--- src/rtl/nnoc_sched_pkg.sv ---
// Shared types for the systolic tile scheduler: int8 element, 4x4 tile, FSM states.
// Latency: n/a (types and constants only).
// Backpressure: n/a.
package nnoc_sched_pkg;

  localparam int ARRAY_N = 4;

  typedef logic [7:0] int8_t;

  // Row-major tile: row r occupies elements 4r..4r+3.
  typedef int8_t [ARRAY_N*ARRAY_N-1:0] tile_act_t;

  typedef enum logic [2:0] {
    ST_IDLE,
    ST_LOAD,
    ST_STREAM,
    ST_DRAIN,
    ST_RESULT
  } sched_state_e;

endpackage

--- src/rtl/systolic_tile_sched_if.sv ---
// Tile handshake, shift-buffer load, PE control and result hand-off bundle.
// Latency: n/a (wires only).
// Backpressure: tile_valid/tile_ready on ingress, res_valid/res_ready on result.
interface systolic_tile_sched_if;
  import nnoc_sched_pkg::*;

  logic       tile_valid;
  logic       tile_ready;
  tile_act_t  tile_act;
  logic       tile_first;
  logic       tile_last;
  logic       sb_load;
  tile_act_t  sb_act;
  logic       pe_en;
  logic       acc_clr;
  logic       res_valid;
  logic       res_ready;
  logic [7:0] tile_cnt;
  logic       busy;

  // Tile source / result sink side.
  modport master (
    output tile_valid, tile_act, tile_first, tile_last, res_ready,
    input  tile_ready, sb_load, sb_act, pe_en, acc_clr, res_valid, tile_cnt, busy
  );

  // Scheduler side.
  modport slave (
    input  tile_valid, tile_act, tile_first, tile_last, res_ready,
    output tile_ready, sb_load, sb_act, pe_en, acc_clr, res_valid, tile_cnt, busy
  );

endinterface

--- src/rtl/systolic_tile_sched.sv ---
// Sequences one 4x4 int8 tile: shift-buffer load, skewed stream, drain, K-split result hand-off.
// Latency: sb_load at accept+1, pe_en accept+2..accept+8+DRAIN_CYCLES, res_valid at accept+9+DRAIN_CYCLES.
// Backpressure: tile_ready only in IDLE; res_valid held in RESULT until res_ready.
module systolic_tile_sched
  import nnoc_sched_pkg::*;
#(
  parameter int N            = 4,
  parameter int DRAIN_CYCLES = 4
) (
  input  logic                  clk,
  input  logic                  reset,
  systolic_tile_sched_if.slave  bus
);

  localparam int STREAM_CYCLES = 2*N - 1;
  localparam int MAX_PHASE     = (STREAM_CYCLES > DRAIN_CYCLES) ? STREAM_CYCLES : DRAIN_CYCLES;
  localparam int CW            = $clog2(MAX_PHASE);

  localparam logic [CW-1:0] STREAM_LAST = CW'(STREAM_CYCLES - 1);
  localparam logic [CW-1:0] DRAIN_LAST  = CW'((DRAIN_CYCLES > 0) ? DRAIN_CYCLES - 1 : 0);

  sched_state_e  state_q, state_d;
  logic [CW-1:0] cnt_q, cnt_d;
  tile_act_t     sb_act_q, sb_act_d;
  logic          first_q, first_d;
  logic          last_q, last_d;
  logic [7:0]    tile_cnt_q, tile_cnt_d;

  logic          idle_ready;
  logic          sb_load;
  logic          pe_en;
  logic          acc_clr;
  logic          res_valid;
  logic          open_first;

  // A tile with no open group behind it must start a fresh accumulation.
  assign open_first = first_q || (tile_cnt_q == 8'd0);

  // State register, phase counter and captured tile context.
  always_ff @(posedge clk) begin
    if (!reset) begin
      state_q    <= ST_IDLE;
      cnt_q      <= '0;
      sb_act_q   <= '0;
      first_q    <= 1'b0;
      last_q     <= 1'b0;
      tile_cnt_q <= 8'd0;
    end else begin
      state_q    <= state_d;
      cnt_q      <= cnt_d;
      sb_act_q   <= sb_act_d;
      first_q    <= first_d;
      last_q     <= last_d;
      tile_cnt_q <= tile_cnt_d;
    end
  end

  // Next-state and Moore output decode from the registered state.
  always_comb begin
    state_d    = state_q;
    cnt_d      = cnt_q;
    sb_act_d   = sb_act_q;
    first_d    = first_q;
    last_d     = last_q;
    tile_cnt_d = tile_cnt_q;
    idle_ready = 1'b0;
    sb_load    = 1'b0;
    pe_en      = 1'b0;
    acc_clr    = 1'b0;
    res_valid  = 1'b0;

    case (state_q)
      ST_IDLE: begin
        idle_ready = 1'b1;
        if (bus.tile_valid) begin
          sb_act_d = bus.tile_act;
          first_d  = bus.tile_first;
          last_d   = bus.tile_last;
          state_d  = ST_LOAD;
        end
      end
      ST_LOAD: begin
        sb_load = 1'b1;
        acc_clr = open_first;
        if (open_first) begin
          tile_cnt_d = 8'd1;
        end else if (tile_cnt_q != 8'hFF) begin
          tile_cnt_d = tile_cnt_q + 8'd1;
        end
        cnt_d   = STREAM_LAST;
        state_d = ST_STREAM;
      end
      ST_STREAM: begin
        pe_en = 1'b1;
        if (cnt_q == '0) begin
          if (DRAIN_CYCLES > 0) begin
            cnt_d   = DRAIN_LAST;
            state_d = ST_DRAIN;
          end else begin
            state_d = last_q ? ST_RESULT : ST_IDLE;
          end
        end else begin
          cnt_d = cnt_q - CW'(1);
        end
      end
      ST_DRAIN: begin
        pe_en = 1'b1;
        if (cnt_q == '0) begin
          state_d = last_q ? ST_RESULT : ST_IDLE;
        end else begin
          cnt_d = cnt_q - CW'(1);
        end
      end
      ST_RESULT: begin
        res_valid = 1'b1;
        if (bus.res_ready) begin
          state_d = ST_IDLE;
        end
      end
      default: begin
        state_d = ST_IDLE;
      end
    endcase
  end

  // Ready is masked while reset is held so nothing looks acceptable during reset.
  assign bus.tile_ready = idle_ready && reset;
  assign bus.sb_load    = sb_load;
  assign bus.sb_act     = sb_act_q;
  assign bus.pe_en      = pe_en;
  assign bus.acc_clr    = acc_clr;
  assign bus.res_valid  = res_valid;
  assign bus.tile_cnt   = tile_cnt_q;
  assign bus.busy       = (state_q != ST_IDLE);

endmodule
--- src/flat_wrapper.sv ---
// flat-port wrapper written by rule: the top's interface ports become plain ports
module systolic_tile_sched_flat import nnoc_sched_pkg::*;
#(
  parameter int N            = 4,
  parameter int DRAIN_CYCLES = 4
)
  (clk, reset, bus_tile_valid, bus_tile_act, bus_tile_first, bus_tile_last, bus_res_ready, bus_tile_ready, bus_sb_load, bus_sb_act, bus_pe_en, bus_acc_clr, bus_res_valid, bus_tile_cnt, bus_busy);
  systolic_tile_sched_if bus_i ();
  input  logic clk;
  input  logic reset;
  input wire logic [$bits(bus_i.tile_valid)-1:0] bus_tile_valid;
  input wire logic [$bits(bus_i.tile_act)-1:0] bus_tile_act;
  input wire logic [$bits(bus_i.tile_first)-1:0] bus_tile_first;
  input wire logic [$bits(bus_i.tile_last)-1:0] bus_tile_last;
  input wire logic [$bits(bus_i.res_ready)-1:0] bus_res_ready;
  output wire logic [$bits(bus_i.tile_ready)-1:0] bus_tile_ready;
  output wire logic [$bits(bus_i.sb_load)-1:0] bus_sb_load;
  output wire logic [$bits(bus_i.sb_act)-1:0] bus_sb_act;
  output wire logic [$bits(bus_i.pe_en)-1:0] bus_pe_en;
  output wire logic [$bits(bus_i.acc_clr)-1:0] bus_acc_clr;
  output wire logic [$bits(bus_i.res_valid)-1:0] bus_res_valid;
  output wire logic [$bits(bus_i.tile_cnt)-1:0] bus_tile_cnt;
  output wire logic [$bits(bus_i.busy)-1:0] bus_busy;
  assign bus_i.tile_valid = bus_tile_valid;
  assign bus_i.tile_act = bus_tile_act;
  assign bus_i.tile_first = bus_tile_first;
  assign bus_i.tile_last = bus_tile_last;
  assign bus_i.res_ready = bus_res_ready;
  assign bus_tile_ready = bus_i.tile_ready;
  assign bus_sb_load = bus_i.sb_load;
  assign bus_sb_act = bus_i.sb_act;
  assign bus_pe_en = bus_i.pe_en;
  assign bus_acc_clr = bus_i.acc_clr;
  assign bus_res_valid = bus_i.res_valid;
  assign bus_tile_cnt = bus_i.tile_cnt;
  assign bus_busy = bus_i.busy;
  systolic_tile_sched #(.N(N), .DRAIN_CYCLES(DRAIN_CYCLES)) u_core (.clk(clk), .reset(reset), .bus(bus_i));
endmodule
--- config.mk ---
export PLATFORM = sky130hd
export DESIGN_NAME = systolic_tile_sched_flat
export DESIGN_NICKNAME = d
export VERILOG_FILES = /design/src/rtl/nnoc_sched_pkg.sv /design/src/rtl/systolic_tile_sched_if.sv /design/src/rtl/systolic_tile_sched.sv /design/src/flat_wrapper.sv
export SDC_FILE = /design/constraint.sdc
export NUM_CORES = 1
export LEC_CHECK = 0
export ABC_AREA = 1
export CELL_PAD_IN_SITES_DETAIL_PLACEMENT = 0
export CELL_PAD_IN_SITES_GLOBAL_PLACEMENT = 1
export CORE_MARGIN = 2
export CORE_UTILIZATION = 28
export DETAILED_ROUTE_END_ITERATION = 10
export PLACE_DENSITY_LB_ADDON = 0.1
export SLEW_MARGIN = 20
export SYNTH_ARGS = -nofsm -noshare
export SYNTH_HDL_FRONTEND = slang
export SYNTH_SLANG_ARGS = --single-unit
--- constraint.sdc ---
create_clock -name clk -period 1.8 [get_ports clk]
set_input_delay 0.27 -clock clk [delete_from_list [all_inputs] [get_ports clk]]
set_output_delay 0.27 -clock clk [all_outputs]
set_load 0.01 [all_outputs]
Word-level counts from Yosys, hierarchy flattened

Index checks and enable logic that the tools add are counted.
Widths: inputs -> output; s select.

Multiplexer cells: 16
Add/sub/neg operators: 2
Equal/unequal tests: 10
Reduce and logical (&&, ||, !) cells: 13

Operator list:

| cell                | count |
|---|---|
| $mux 3              | 7 |
| $mux 8              | 2 |
| $pmux 3 s5          | 1 |
| $pmux 3 s3          | 1 |
| $add 8x1->8 const B | 1 |
| $logic_not 8->1     | 1 |
| $ne 8x8->1 const B  | 1 |
| $eq 3x2->1 const B  | 2 |
| $logic_not 3->1     | 2 |
| $ne 2x2->1 const B  | 3 |
| $reduce_and 2->1    | 3 |
| $reduce_bool 3->1   | 2 |
| $mux 1              | 5 |
| $ne 2x1->1 const B  | 2 |
| $reduce_and 4->1    | 1 |
| $eq 3x1->1 const B  | 1 |
| $eq 3x3->1 const B  | 1 |
| $sub 3x1->3 const B | 1 |
| $reduce_bool 2->1   | 1 |
| $reduce_or 2->1     | 1 |
| $logic_and 1x1->1   | 1 |
| $logic_or 1x1->1    | 1 |

Output and inout port bits: 142
Register bits after elaboration: 144
Logic and storage cells: 62
Input port bits: 134

Depth between registers and ports, before layout

Depth after elaboration: 4
Depth in mapped cells: 11
Gate-level depth less buffers: 11

Least setup slack after synthesis

No wires, ideal clock.

Kind: reg2reg
Start point: register u_core.tile_cnt_q[0] (netlist: u_core.bus.tile_cnt[0])
End point: register u_core.tile_cnt_q[0] (netlist: u_core.bus.tile_cnt[0])
Stages on the path, launching flop included: 8
Arrival: 1,321 ps
Path slack: 355 ps
Period minus slack after synthesis: 1,445 ps
Setup time: 124 ps
Required time: 1,676 ps
Buffers on the path: 0
Cell sequence: dfxtp_1 ha_1 nand2_1 nor2_2 nand3_2 nand2_4 xor2_1 a21oi_1

Cells in the longest elaborated chain, start to end: 4
Elaborated cells between the ends (all ways): 8
Those cells by class: add/sub (1); eq/ne (1); mux (2); reduce/logical (4)

Ends and longest elaborated chain:

| what                                                                | RTL line                  | RTL |
|---|---|---|
| start: declaration                                                  | systolic_tile_sched.sv:27 | `logic [7:0] tile_cnt_q, tile_cnt_d;` |
| start signal: assignment                                            | systolic_tile_sched.sv:54 | `tile_cnt_q <= tile_cnt_d;` |
| parallel branches: the longest is 4 deep, another holds $add 8x1->8 | --                        |  |

Several ways; the timed one is not identified. The select of a mux whose other input is x is not followed.
A chain may end at the register's enable or synchronous reset.

Worst setup path after layout

Start point: register u_core.tile_cnt_q[5] (netlist: u_core.bus.tile_cnt[5])
End point: output port bus_tile_cnt[5]

RTL lines:

| what             | RTL line           | RTL |
|---|---|---|
| end: declaration | flat_wrapper.sv:22 | `output wire logic [$bits(bus_i.tile_cnt)-1:0] bus_tile_cnt;` |

No word-level cell between the ends.

==> reports/qor.yml <==
status: "finished, final reports clean"
cp_max_fo: 5
dr.pass1.iters: 4
netlist-cell-type-count: 22
dieArea_um2: 21400
peakVddDrop_mv: 0.641
critPathLaunch: "u_core.bus.tile_cnt[5]"
wirelength_mm: 16.8
fin_crit_ns: 1.71
fill_cells: 2056
ys.flop_type: "dfxtp_1"
crit_chain: "buf_4 -> clkdlybuf4s50_1"
synth.avg_cell_area_um2: 7.95
io_buffers: 275
worstPathArrival_ns: 1.44
finalNetCount: 1124
ctsRootBufferMaster: "clkbuf_16"
required_ns: 1.53
r2r_start: "u_core.bus.tile_cnt[1]"
cpPeakStageDelay_ns: 0.53
fmax_mhz: 585
vias: 5331
antenna_found_initial: 0
r2r_slack_ns: 0.23
ys_top_cells_by_area: "dfxtp_1 51%, a21oi_1 12%, inv_1 10%"
relSlewSlack: 0.577
start_util: 0.282
crit_type: "register to primary output"
crit_path_end_kind: "primary output"
setup_viol: 0
grt-ovfl-total: 0
power_frac_seq: 0.339
synth_area_um2: 5660
pwr-share-comb: 0.366
synthDominantCellAreaShare: 0.509
timing.final.max_slew_violations: 0
routed_via_density: 4.21
wl_per_cell_um: 13.3
finClkSkew_ns: 0.0103
yosysMostFrequentCell: "inv_1"
cts_tree: "done"
clk_latency_ns: 0.42
clock-sinks: 144
grt_usage: 0.157
grt_max_degree: 138
fin_crit_sh: 0.949
grt_pass1_wl_mm: 26.8
areaGrowthSynthToFinish_pct: 64.9
grt_pass1_vias: 5082
gp_congestion: 0.725
syn-num-nets: 850
drive_gt1_frac: 0.0782
dp_hpwl_mm: 11.7
cp-start-kind: "register"
core_um2: 20000
synth_commonest_cells: "151 x inv_1, 144 x dfxtp_1, 138 x a21oi_1, 73 x o21ai_1, 61 x o21ai_0"
die_w_um: 146
ant_nets: 0
timing.max_cap.violations: 0
synth_seq_area_share: 0.509
worst_path_max_delay_cell: "clkdlybuf4s50_1"
yosys.area.top_type: "dfxtp_1"
die_height_um: 146
drc_errors: 0
drt_iter0_markers: 153
p_per_area_nw_per_um2: 1400
r2r_cells: 9
ctsHoldBuffers: 0
ys_async_sr_fraction: 0
p_leak_nw: 3.64
postSynthCellCount: 712
sw_frac_of_total: 0.319
synth_seq_cells: 144
worstHoldStart: "reset"
rsz0062_at_grt: "false"
utilization: 0.466
tightest_slew_ns: 0.634
diodes: 0
h-tree-depth: 4
cts_buffers: 17
synth-edff-count: 0
p_sw_mw: 4.16
p_int_mw: 8.90
path_clk_slew_ns: 0.06
worstSetupEndpoint: "bus_tile_cnt[5]"
placementRows: 52
yosys_warnings: 0
rr_endpoint: "u_core.bus.tile_cnt[2]"
ios: 276
clock_path_buffers: 2
clkPwrFrac: 0.294
hold_class: "primary input to register"
hold_viol: 0
setup_tns_ns: 0
registers in the layout, summed over array words and instances (netlist names):
signal	count
u_core.first_q	1
u_core.last_q	1
u_core.bus.sb_act	128
u_core.cnt_q	3
u_core.state_q	3
u_core.bus.tile_cnt	8
timing repair:
action,4_1_cts,5_1_grt
endpoints found under the setup margin,6,3
gates resized for setup,13,7
pin swaps,0,3
setup buffers,0,2
area by class of cell:
type / count / area (um2) / share of cell area
flip-flops and latches: 144 / 2890 / 0.310
clock buffers: 17 / 425 / 0.0456
multi-input cells: 370 / 1900 / 0.203
clock inverters: 13 / 215 / 0.0231
repair buffers: 298 / 2990 / 0.320
inverters: 155 / 582 / 0.0623
well taps: 270 / 338 / 0.0362
metal layers:
metal | share of wire | track usage | up-vias
met4 | 0.013 | 0.0510 | 0
li1 | - | - | 2820
met5 | 0 | 0 | -
met1 | 0.43 | 0.187 | 2310
met2 | 0.45 | 0.244 | 186
met3 | 0.11 | 0.0838 | 15
power by group through the flow:
stage                     Sequential (mW)  Combinational [mW]  Clock, mW
final                                4.43                4.79       3.84
after global routing                 4.55                5.29       4.13
after CTS                            4.44                4.81       3.99
after floorplan                      4.84                2.10          0
after global placement               4.46                4.83          0
after detailed placement             4.48                4.81          0
per-stage QoR:
stage | hold WS, ns | instance area, um2 | setup WS, ns | total power [mW] | std cells
2_1_floorplan | 0.430 | 5660 | 0.355 | 6.94 | 712
3_3_place_gp | 0.431 | 8660 | 0.0937 | 9.29 | 1235
3_5_place_dp | 0.436 | 8660 | 0.0851 | 9.30 | 1235
4_1_cts | 0.317 | 9310 | -0.0333 | 13.2 | 1265
5_1_grt | 0.320 | 9330 | 0.00345 | 14.0 | 1267
6_report | 0.321 | 9330 | 0.0911 | 13.1 | 1267
how the worst min path moves through the flow:
| stage | slack [ns] | depth (start not counted) | end |
|---|---|---|---|
| floorplan | 0.43 | 2 | u_core.last_q |
| global placement | 0.43 | 2 | u_core.bus.sb_act[44] |
| detailed placement | 0.44 | 2 | u_core.bus.sb_act[12] |
| CTS | 0.32 | 4 | u_core.state_q[1] |
| global route | 0.32 | 4 | u_core.state_q[1] |
| finish | 0.32 | 4 | u_core.state_q[1] |
placed cells by master, fill, tap and decap left out, types with 6 or more instances in the layout:
master,instances
a21oi_1,138
buf_12,6
buf_4,18
clkbuf_16,17
clkdlybuf4s50_1,268
clkinv_4,6
dfxtp_1,139
inv_1,150
nand2_1,36
nand3_1,11
nor2_1,24
o21ai_0,61
o21ai_1,73
critical path: cells and delay by family (launching register included):
kind | cells | cell delay, ns
buffers and inverters | 2 | 0.67
DFF | 1 | 0.35
kinds of logic after synthesis:
kind of cell	share of synthesized area
XOR/XNOR	0.00310
AND/OR/NAND/NOR	0.0729
buffers and inverters	0.161
adder cells (fa/ha/maj)	0.00884
AO/OA/AOI/OAI	0.245
flip-flops	0.509
No activity file was read; power rests on OpenSTA's default activity.
